`config.mk`:
```
export PLATFORM = sky130hd
export DESIGN_NAME = load_ext_ctrl_flat
export DESIGN_NICKNAME = d
export VERILOG_FILES = /design/src/rtl/load_ext_ctrl_if.sv /design/src/rtl/load_ext_ctrl.sv /design/src/flat_wrapper.sv
export SDC_FILE = /design/constraint.sdc
export NUM_CORES = 1
export LEC_CHECK = 0
export CORE_MARGIN = 10
export CORE_UTILIZATION = 48
export CTS_BUF_LIST = sky130_fd_sc_hd__clkbuf_4 sky130_fd_sc_hd__clkbuf_8
export DETAILED_ROUTE_END_ITERATION = 6
export PLACE_DENSITY = 0.81
export SYNTH_ARGS = -nofsm -noshare
export SYNTH_HDL_FRONTEND = slang
export SYNTH_SLANG_ARGS = --single-unit
```
`constraint.sdc`:
```
create_clock -name clk -period 2.35 [get_ports clk]
set_input_delay 0.3525 -clock clk [delete_from_list [all_inputs] [get_ports clk]]
set_output_delay 0.3525 -clock clk [all_outputs]
set_load 0.005 [all_outputs]
```
`src/rtl/load_ext_ctrl_if.sv`:
```
// Bundles the load-issue, memory read-data and write-back signals of load_ext_ctrl.
interface load_ext_ctrl_if #(
    parameter int unsigned RD_W = 5
) ();
    logic            req_valid;
    logic            req_ready;
    logic [2:0]      req_type;
    logic [1:0]      req_addr_lo;
    logic [RD_W-1:0] req_rd;
    logic            mem_rvalid;
    logic [31:0]     mem_rdata;
    logic            flush;
    logic            wb_valid;
    logic [31:0]     wb_data;
    logic [RD_W-1:0] wb_rd;
    logic            err_orphan;
    logic            adel;
    logic [RD_W-1:0] adel_rd;

    modport master (
        output req_valid, req_type, req_addr_lo, req_rd, mem_rvalid, mem_rdata, flush,
        input  req_ready, wb_valid, wb_data, wb_rd, err_orphan, adel, adel_rd
    );

    modport slave (
        input  req_valid, req_type, req_addr_lo, req_rd, mem_rvalid, mem_rdata, flush,
        output req_ready, wb_valid, wb_data, wb_rd, err_orphan, adel, adel_rd
    );
endinterface

```
`src/rtl/load_ext_ctrl.sv`:
```
// In-order load tracking queue with byte/half/word sign/zero extension for write-back.
// Optional misaligned-load trap enabled by defining LOAD_EXT_ALIGN_TRAP_EN.
module load_ext_ctrl #(
    parameter int unsigned DEPTH = 4,
    parameter int unsigned RD_W  = 5
) (
    input  logic           clk,
    input  logic           rst,
    load_ext_ctrl_if.slave bus
);
    localparam int unsigned IDX_W = $clog2(DEPTH);
    localparam int unsigned PTR_W = IDX_W + 1;

    typedef struct packed {
        logic [2:0]      typ;
        logic [1:0]      addr_lo;
        logic [RD_W-1:0] rd;
    } entry_t;

    entry_t            ent_q [DEPTH];
    entry_t            ent_d [DEPTH];
    logic [DEPTH-1:0]  discard_q, discard_d;
    logic [PTR_W-1:0]  wr_ptr_q, wr_ptr_d;
    logic [PTR_W-1:0]  rd_ptr_q, rd_ptr_d;
    logic [PTR_W-1:0]  count_q, count_d;
    logic              wb_valid_q, wb_valid_d;
    logic [31:0]       wb_data_q, wb_data_d;
    logic [RD_W-1:0]   wb_rd_q, wb_rd_d;
    logic              err_orphan_q, err_orphan_d;

    logic              full_c, empty_c, accept_c, push_c, pop_c, misalign_c;
    logic [IDX_W-1:0]  wr_idx_c, rd_idx_c;
    entry_t            head_c;

    function automatic logic [31:0] extend(input entry_t e, input logic [31:0] w);
        logic [7:0]  b;
        logic [15:0] h;
        logic        sx;
        sx = ~e.typ[2];
        case (e.addr_lo)
            2'd0:    b = w[7:0];
            2'd1:    b = w[15:8];
            2'd2:    b = w[23:16];
            default: b = w[31:24];
        endcase
        h = e.addr_lo[1] ? w[31:16] : w[15:0];
        case (e.typ[1:0])
            2'b00:   extend = {{24{b[7] & sx}}, b};
            2'b01:   extend = {{16{h[15] & sx}}, h};
            default: extend = w;
        endcase
    endfunction

    // Full uses the count; empty compares the extra-bit pointers.
    assign full_c        = (count_q == PTR_W'(DEPTH));
    assign empty_c       = (wr_ptr_q == rd_ptr_q);
    assign bus.req_ready = ~full_c & ~bus.flush;
    assign accept_c      = bus.req_valid & bus.req_ready;
    assign wr_idx_c      = wr_ptr_q[IDX_W-1:0];
    assign rd_idx_c      = rd_ptr_q[IDX_W-1:0];
    assign head_c        = ent_q[rd_idx_c];

`ifdef LOAD_EXT_ALIGN_TRAP_EN
    logic            adel_q, adel_d;
    logic [RD_W-1:0] adel_rd_q, adel_rd_d;

    always_comb begin
        misalign_c = 1'b0;
        case (bus.req_type)
            3'b000, 3'b100: misalign_c = 1'b0;
            3'b001, 3'b101: misalign_c = bus.req_addr_lo[0];
            default:        misalign_c = (bus.req_addr_lo != 2'b00);
        endcase
        adel_d    = accept_c & misalign_c;
        adel_rd_d = adel_d ? bus.req_rd : adel_rd_q;
    end

    always_ff @(posedge clk) begin
        if (rst) begin
            adel_q    <= 1'b0;
            adel_rd_q <= '0;
        end else begin
            adel_q    <= adel_d;
            adel_rd_q <= adel_rd_d;
        end
    end

    assign bus.adel    = adel_q;
    assign bus.adel_rd = adel_rd_q;
`else
    assign misalign_c  = 1'b0;
    assign bus.adel    = 1'b0;
    assign bus.adel_rd = '0;
`endif

    assign push_c = accept_c & ~misalign_c;
    assign pop_c  = bus.mem_rvalid & ~empty_c;

    always_comb begin
        ent_d        = ent_q;
        discard_d    = discard_q;
        wr_ptr_d     = wr_ptr_q;
        rd_ptr_d     = rd_ptr_q;
        count_d      = count_q;
        wb_valid_d   = 1'b0;
        wb_data_d    = wb_data_q;
        wb_rd_d      = wb_rd_q;
        err_orphan_d = err_orphan_q | (bus.mem_rvalid & empty_c);

        // Flush marks every slot; push cannot coincide since req_ready is low.
        if (bus.flush) discard_d = '1;

        if (push_c) begin
            ent_d[wr_idx_c]     = '{typ: bus.req_type, addr_lo: bus.req_addr_lo, rd: bus.req_rd};
            discard_d[wr_idx_c] = 1'b0;
            wr_ptr_d            = wr_ptr_q + PTR_W'(1);
        end

        if (pop_c) begin
            rd_ptr_d = rd_ptr_q + PTR_W'(1);
            if (~discard_q[rd_idx_c] & ~bus.flush) begin
                wb_valid_d = 1'b1;
                wb_data_d  = extend(head_c, bus.mem_rdata);
                wb_rd_d    = head_c.rd;
            end
        end

        case ({push_c, pop_c})
            2'b10:   count_d = count_q + PTR_W'(1);
            2'b01:   count_d = count_q - PTR_W'(1);
            default: count_d = count_q;
        endcase
    end

    always_ff @(posedge clk) begin
        ent_q <= ent_d;
    end

    always_ff @(posedge clk) begin
        if (rst) begin
            discard_q    <= '0;
            wr_ptr_q     <= '0;
            rd_ptr_q     <= '0;
            count_q      <= '0;
            wb_valid_q   <= 1'b0;
            wb_data_q    <= '0;
            wb_rd_q      <= '0;
            err_orphan_q <= 1'b0;
        end else begin
            discard_q    <= discard_d;
            wr_ptr_q     <= wr_ptr_d;
            rd_ptr_q     <= rd_ptr_d;
            count_q      <= count_d;
            wb_valid_q   <= wb_valid_d;
            wb_data_q    <= wb_data_d;
            wb_rd_q      <= wb_rd_d;
            err_orphan_q <= err_orphan_d;
        end
    end

    assign bus.wb_valid   = wb_valid_q;
    assign bus.wb_data    = wb_data_q;
    assign bus.wb_rd      = wb_rd_q;
    assign bus.err_orphan = err_orphan_q;
endmodule

```
`src/flat_wrapper.sv`:
```
// flat-port wrapper written by rule: the top's interface ports become plain ports
module load_ext_ctrl_flat 
#(
    parameter int unsigned DEPTH = 4,
    parameter int unsigned RD_W  = 5
)
  (clk, rst, bus_req_valid, bus_req_type, bus_req_addr_lo, bus_req_rd, bus_mem_rvalid, bus_mem_rdata, bus_flush, bus_req_ready, bus_wb_valid, bus_wb_data, bus_wb_rd, bus_err_orphan, bus_adel, bus_adel_rd);
  load_ext_ctrl_if #(.RD_W(RD_W)) bus_i ();
  input  logic clk;
  input  logic rst;
  input wire logic [$bits(bus_i.req_valid)-1:0] bus_req_valid;
  input wire logic [$bits(bus_i.req_type)-1:0] bus_req_type;
  input wire logic [$bits(bus_i.req_addr_lo)-1:0] bus_req_addr_lo;
  input wire logic [$bits(bus_i.req_rd)-1:0] bus_req_rd;
  input wire logic [$bits(bus_i.mem_rvalid)-1:0] bus_mem_rvalid;
  input wire logic [$bits(bus_i.mem_rdata)-1:0] bus_mem_rdata;
  input wire logic [$bits(bus_i.flush)-1:0] bus_flush;
  output wire logic [$bits(bus_i.req_ready)-1:0] bus_req_ready;
  output wire logic [$bits(bus_i.wb_valid)-1:0] bus_wb_valid;
  output wire logic [$bits(bus_i.wb_data)-1:0] bus_wb_data;
  output wire logic [$bits(bus_i.wb_rd)-1:0] bus_wb_rd;
  output wire logic [$bits(bus_i.err_orphan)-1:0] bus_err_orphan;
  output wire logic [$bits(bus_i.adel)-1:0] bus_adel;
  output wire logic [$bits(bus_i.adel_rd)-1:0] bus_adel_rd;
  assign bus_i.req_valid = bus_req_valid;
  assign bus_i.req_type = bus_req_type;
  assign bus_i.req_addr_lo = bus_req_addr_lo;
  assign bus_i.req_rd = bus_req_rd;
  assign bus_i.mem_rvalid = bus_mem_rvalid;
  assign bus_i.mem_rdata = bus_mem_rdata;
  assign bus_i.flush = bus_flush;
  assign bus_req_ready = bus_i.req_ready;
  assign bus_wb_valid = bus_i.wb_valid;
  assign bus_wb_data = bus_i.wb_data;
  assign bus_wb_rd = bus_i.wb_rd;
  assign bus_err_orphan = bus_i.err_orphan;
  assign bus_adel = bus_i.adel;
  assign bus_adel_rd = bus_i.adel_rd;
  load_ext_ctrl #(.DEPTH(DEPTH), .RD_W(RD_W)) u_core (.clk(clk), .rst(rst), .bus(bus_i));
endmodule
```
Word level (Yosys, flattened, before mapping)
Index checks and enable logic that the tools add are counted.

word-level totals
  output and inout bits = 46
  register bits after elaboration = 92
  input bits = 47
  logic and storage cells = 81

operators by class
  reductions and logical operators = 7
  bitwise operators = 18
  mux-type cells = 19
  add/subtract/negate cells = 4
  equal/unequal tests = 7
  magnitude comparators = 6

operators by type and width
  kind                                                       count
  one-hot mux 32 bit (2 select lines)                        1
  bitwise mux 40 bit                                         1
  2-to-1 mux 10 bit                                          3
  one-hot mux 8 bit (3 select lines)                         1
  binary-select mux 10 bit (select 2 bit)                    1
  demux 10 bit (select 2 bit)                                1
  2-to-1 mux 16 bit                                          1
  2-to-1 mux 8 bit                                           2
  adder 3 x 1 -> 3 bit (second input constant)               3
  2-to-1 mux 4 bit                                           2
  AND 1 bit                                                  7
  == test 2 x 1 -> 1 bit (second input constant)             3
  greater-or-equal comparator 3 bit (second input constant)  2
  < comparator 2 x 3 -> 1 bit (second input constant)        2
  NOT 1 bit                                                  6
  NOT 2 -> 3 bit                                             2
  one-hot mux 3 bit (2 select lines)                         1
  AND 4 bit                                                  1
  == test 2 bit (second input constant)                      2
  zero test 2 bit                                            2
  NOT 4 bit                                                  1
  == test 3 bit                                              1
  == test 3 bit (second input constant)                      1
  < comparator 3 x 1 -> 1 bit (second input constant)        1
  10 further kinds                                           13

Longest topological paths before layout
  word-level depth = 10
  mapped depth = 11
  mapped depth without buffers = 9

Least setup slack after synthesis
OpenSTA, ideal clock, no wires.

  path kind = register to register
  start point = reg u_core.rd_ptr_q[0]
  end point = reg u_core.count_q[2]
  slack = -0.117 ns
  data arrival time = 2.397 ns
  cell stages (with the launch flop) = 12
  buffers on the path = 3
  data required time = 2.279 ns
  cell sequence = dfxtp_1 -> buf_6 -> buf_2 -> xor2_1 -> o31a_1 -> buf_2 -> ha_1 -> inv_1 -> fa_1 -> xor2_1 -> or3_1 -> a21oi_1

between the ends
  longest elaborated chain between the ends = 5

RTL lines
  element                                                                   line                  source
  start: declaration                                                        load_ext_ctrl.sv:24   logic [PTR_W-1:0] rd_ptr_q, rd_ptr_d;
  start signal: assignment                                                  load_ext_ctrl.sv:152  rd_ptr_q <= rd_ptr_d;
  == test 3 bit (*)                                                         load_ext_ctrl.sv:56   assign empty_c = (wr_ptr_q == rd_ptr_q);
  NOT 1 bit (*)                                                             load_ext_ctrl.sv:97   assign pop_c = bus.mem_rvalid & ~empty_c;
  AND 1 bit (*)                                                             load_ext_ctrl.sv:97
  via u_core.pop_c                                                          load_ext_ctrl.sv:31   logic full_c, empty_c, accept_c, push_c, pop_c, misalign_c;
  == test 2 x 1 -> 1 bit or == test 2 bit (tied branches)                   load_ext_ctrl.sv:128  case ({push_c, pop_c})
  one-hot mux 3 bit (2 select lines) or nonzero test 2 bit (tied branches)  --
  end signal: assignment                                                    load_ext_ctrl.sv:153  count_q <= count_d;
  end: declaration                                                          load_ext_ctrl.sv:25   logic [PTR_W-1:0] count_q, count_d;

The timed path passes the listed nets; every way through them passes the cells marked *.
A chain may end at the register's enable or synchronous reset.

Worst setup path in the final report
  start point = reg u_core.ent_q[6] in the netlist's numbering
  end point = reg u_core.wb_data_q[4] (netlist: u_core.bus.wb_data[4])

between the ends
  longest elaborated chain between the ends = 8

RTL lines
  element                                                   line                  source
  start: declaration                                        load_ext_ctrl.sv:20   entry_t ent_q [DEPTH];
  start signal: assignment                                  load_ext_ctrl.sv:136  ent_q <= ent_d;
  binary-select mux 10 bit (select 2 bit) (*)               load_ext_ctrl.sv:61   assign head_c = ent_q[rd_idx_c];
  2-to-1 mux 10 bit (not written as such) (*) (2 in a row)  load_ext_ctrl.sv:61
  == test 2 bit (tied with other cells)                     load_ext_ctrl.sv:40   case (e.addr_lo)
  one-hot mux 8 bit (3 select lines)                        load_ext_ctrl.sv:40
  2-to-1 mux 8 bit                                          load_ext_ctrl.sv:121  if (~discard_q[rd_idx_c] & ~bus.flush) begin
  2-to-1 mux 8 bit                                          load_ext_ctrl.sv:119  if (pop_c) begin
  one-hot mux 32 bit (2 select lines) (*)                   load_ext_ctrl.sv:47   case (e.typ[1:0])
  end signal: assignment                                    load_ext_ctrl.sv:155  wb_data_q <= wb_data_d;
  end: declaration                                          load_ext_ctrl.sv:27   logic [31:0] wb_data_q, wb_data_d;

Every way passes the cells marked *; elsewhere a longest branch is shown, timed or not. The select of a mux whose other input is x is not followed.

==> impl_results.md <==
* Clock slew at reported path FFs at 0.11 ns
* Period utilisation layout at 97.3%
* Die height at 115 µm
* Int Pwr at 2.78 mW
* Dominant synthesized flop cell: dfxtp_1
* Drt wl/cell at 20.1 µm
* DRC Markers at 0
* Pwr/cell area at 713 mW/mm²
* Die width at 115 µm
* CP top delay family: multiplexers
* Arr. time, crit path at 2.59 ns
* Crit Path Class: reg2reg
* Clock skew at 0.0132 ns
* CTS tree: done
* CP Capture Type: register
* CP cell instances: mux4_2 > buf_4 > nor2b_1 > buf_4 > mux2i_1 > a2111oi_1 > a31o_2
* Max FO, Critical Path at 18
* IO Count at 93
* Syn_area_per_cell at 11.0 µm²
* Drt first-iter violations at 244
* Final Hold Fails at 0
* Seq/Total Area, Yosys at 51.4%
* Comb pwr share at 28.7%
* Initial Utilization at 49.7%
* #FFs+latches synth at 92
* Final non-filler cell total at 603
* First-pass GRT wire length at 18.8 mm
* Port-buffer cells at 86
* GRT overflow at 0
* Status: finished clean
* Post-synthesis async set-or-reset flop share at 0%
* Hold Buf Count CTS at 0
* Synth area leaders: edfxtp_1 (28%), dfxtp_1 (24%), mux4_2 (5.7%), mux2i_1 (3.4%), a21oi_1 (2.9%)
* Inst Count DP at 586
* Reg power frac at 45.4%
* Leading cell types in the layout, fill and taps excluded: clkdlybuf4s50_1 (86), dfxtp_1 (51), edfxtp_1 (40)
* Diode count at 0
* Vias in the first global route at 3569
* Post-synth top area cell: edfxtp_1
* TNS Setup at 0 ns
* Share of cells above drive strength 1 at 17.8%
* Post-Syn Area at 0.00436 mm²
* Initial antenna violation count at 0
* Dpl hpwl at 8.61 mm
* Switch Pwr at 1.31 mW
* CTS Sinks at 92
* Sw Share at 32.1%
* Largest net degree at the start of global routing at 47
* Core Region at 0.00876 mm²
* Fillers at 679
* Post-Route WL at 12.1 mm
* DIE AREA at 0.0133 mm²
* Leading cell type in the layout, fill and taps excluded: clkdlybuf4s50_1
* Worst path max stage delay at 0.51 ns
* Routed via count at 3519
* Top-area cell type share of the netlist area at 27.6%
* Warnings, synthesis at 0
* P&R area growth vs syn at 31.6%
* Hold crit path type: reg2reg
* Fin crit period at 2.29 ns
* Synth Instances at 397
* Worst-margin pin slew at 0.682 ns
* Power share of the clock group at 26.0%
* Slowest cell on the critical path: mux4_2
* Nets at 544
* Slew Limit Fails at 0
* Total leakage power at 2.04 nW
* Worst-skew pair later-pin latency at 0.36 ns
* TritonCTS Buffers at 9
* Fmax at 437 MHz
* Root Buffer: clkbuf_8
* GRT Overall Usage at 17.5%
* R2R Setup Slk at 0.06 ns
* WHS at 0.466 ns
* Vias per cell at 5.84
* CTS max path bufs at 2
* Final ANT Viol Nets at 0
* GP Congestion at 0.922
* Most common cell on crit path: buf_4
* Maximum VDD drop at 392 µV
* Post-synth EDFFs at 40
* Critical Path RT at 2.66 ns
* # setup viols final at 0
* Rows at 34
* WP buf/inv at 2
* Max_slew headroom at 54.5%
* Startpoint types: register
* Distinct cell type count after synthesis at 41
* H-tree Lvls at 3
* Max-cap violations at 0
* Core Util, Final at 65.4%
* Initial DRT Pass Iterations at 6
[final cells by class]
| class | instances | area (µm²) | share of cell area, % |
|---|---|---|---|
| Clock inverter | 7 | 76.3 | 1.33 |
| Timing Repair Buffer | 115 | 1150 | 20.0 |
| Tap cell | 108 | 135 | 2.36 |
| Multi-Input combinational cell | 264 | 1970 | 34.4 |
| Sequential cell | 92 | 2250 | 39.2 |
| Clock buffer | 9 | 124 | 2.16 |
| Inverter | 8 | 30.0 | 0.524 |
[worst reg2reg max path, cell delays in order, from the launching register on]
cell       delay [ns]
edfxtp_1         0.42
mux4_2           0.51
buf_4            0.22
nor2b_1          0.14
buf_4            0.18
mux2i_1          0.16
a2111oi_1        0.45
a31o_2           0.16
[Yosys cell counts (all sizes together), types with 2 or more instances]
library cell,n
a31o,7
clkbuf,19
xnor2,3
nor2b,9
a211oi,17
buf,19
and2,12
nor3,12
xor2,6
a311oi,3
a221oi,2
nor3b,8
ha,6
mux2i,15
a21oi,25
edfxtp,40
dfxtp,52
a2111oi,15
o21ai,25
nor2,26
and3,14
mux4,11
nand2b,2
inv,8
nand2,31
[logic make-up after synthesis]
| group | count (synthesis) | synth area share [%] |
|---|---|---|
| AOI/OAI and AO/OA | 98 | 16.6 |
| xor gates and xnor gates | 9 | 1.81 |
| adders and majority gates | 7 | 2.18 |
| buffers and inverters | 46 | 4.99 |
| DFF | 92 | 51.4 |
| muxes | 27 | 9.39 |
| other | 1 | 0.0860 |
| and+or+nand+nor | 117 | 13.5 |
[layer usage]
layer	up-vias	global-route usage, %	routed length [µm]
met5	-	0	0
met4	0	6.11	203
met3	20	5.10	1110
met2	170	28.3	5750
met1	1698	21.9	5030
li1	1631	-	-
[final timing paths]
check                                             end                start  cells after the start
worst max-delay path            u_core.bus.wb_data[4]      u_core.ent_q[6]                      7
worst max register to register  u_core.bus.wb_data[4]      u_core.ent_q[6]                      7
worst min register to register    u_core.bus.wb_rd[2]  u_core.bus.wb_rd[2]                      2
worst min-delay path              u_core.bus.wb_rd[2]  u_core.bus.wb_rd[2]                      2
[through the flow]
stage / setup WS, ns / area, µm² / power (mW)
6_report: 0.0628 / 5740 / 4.09
3_3_place_gp: 0.00609 / 5450 / 2.96
4_1_cts: 0.0136 / 5660 / 4.06
2_1_floorplan: 0.00520 / 4380 / 2.55
3_5_place_dp: -0.140 / 5450 / 3.01
5_1_grt: -0.0197 / 5740 / 4.29
[sequential cells by signal (all words and copies together) (netlist names)]
name	count
u_core.bus.wb_valid	1
u_core.rd_ptr_q	3
u_core.bus.err_orphan	1
u_core.bus.wb_data	32
u_core.wr_ptr_q	3
u_core.discard_q	4
u_core.bus.wb_rd	5
u_core.ent_q	40
u_core.count_q	3
[power groups by stage]
stage / clock, mW / sequential [mW] / combinational (mW)
after floorplan: 0 / 1.87 / 0.675
after global placement: 0 / 1.88 / 1.08
final: 1.06 / 1.86 / 1.17
after CTS: 1.07 / 1.85 / 1.14
after global routing: 1.15 / 1.87 / 1.27
after detailed placement: 0 / 1.89 / 1.12
[repair_timing]
| item | in CTS | in global routing |
|---|---|---|
| buffers inserted | 0 | 0 |
| resized for setup | 6 | 12 |
| cloned | 0 | 1 |
| setup endpoints to repair | 30 | 28 |
| pin swaps | 0 | 1 |
No activity file was read; power rests on OpenSTA's default activity.
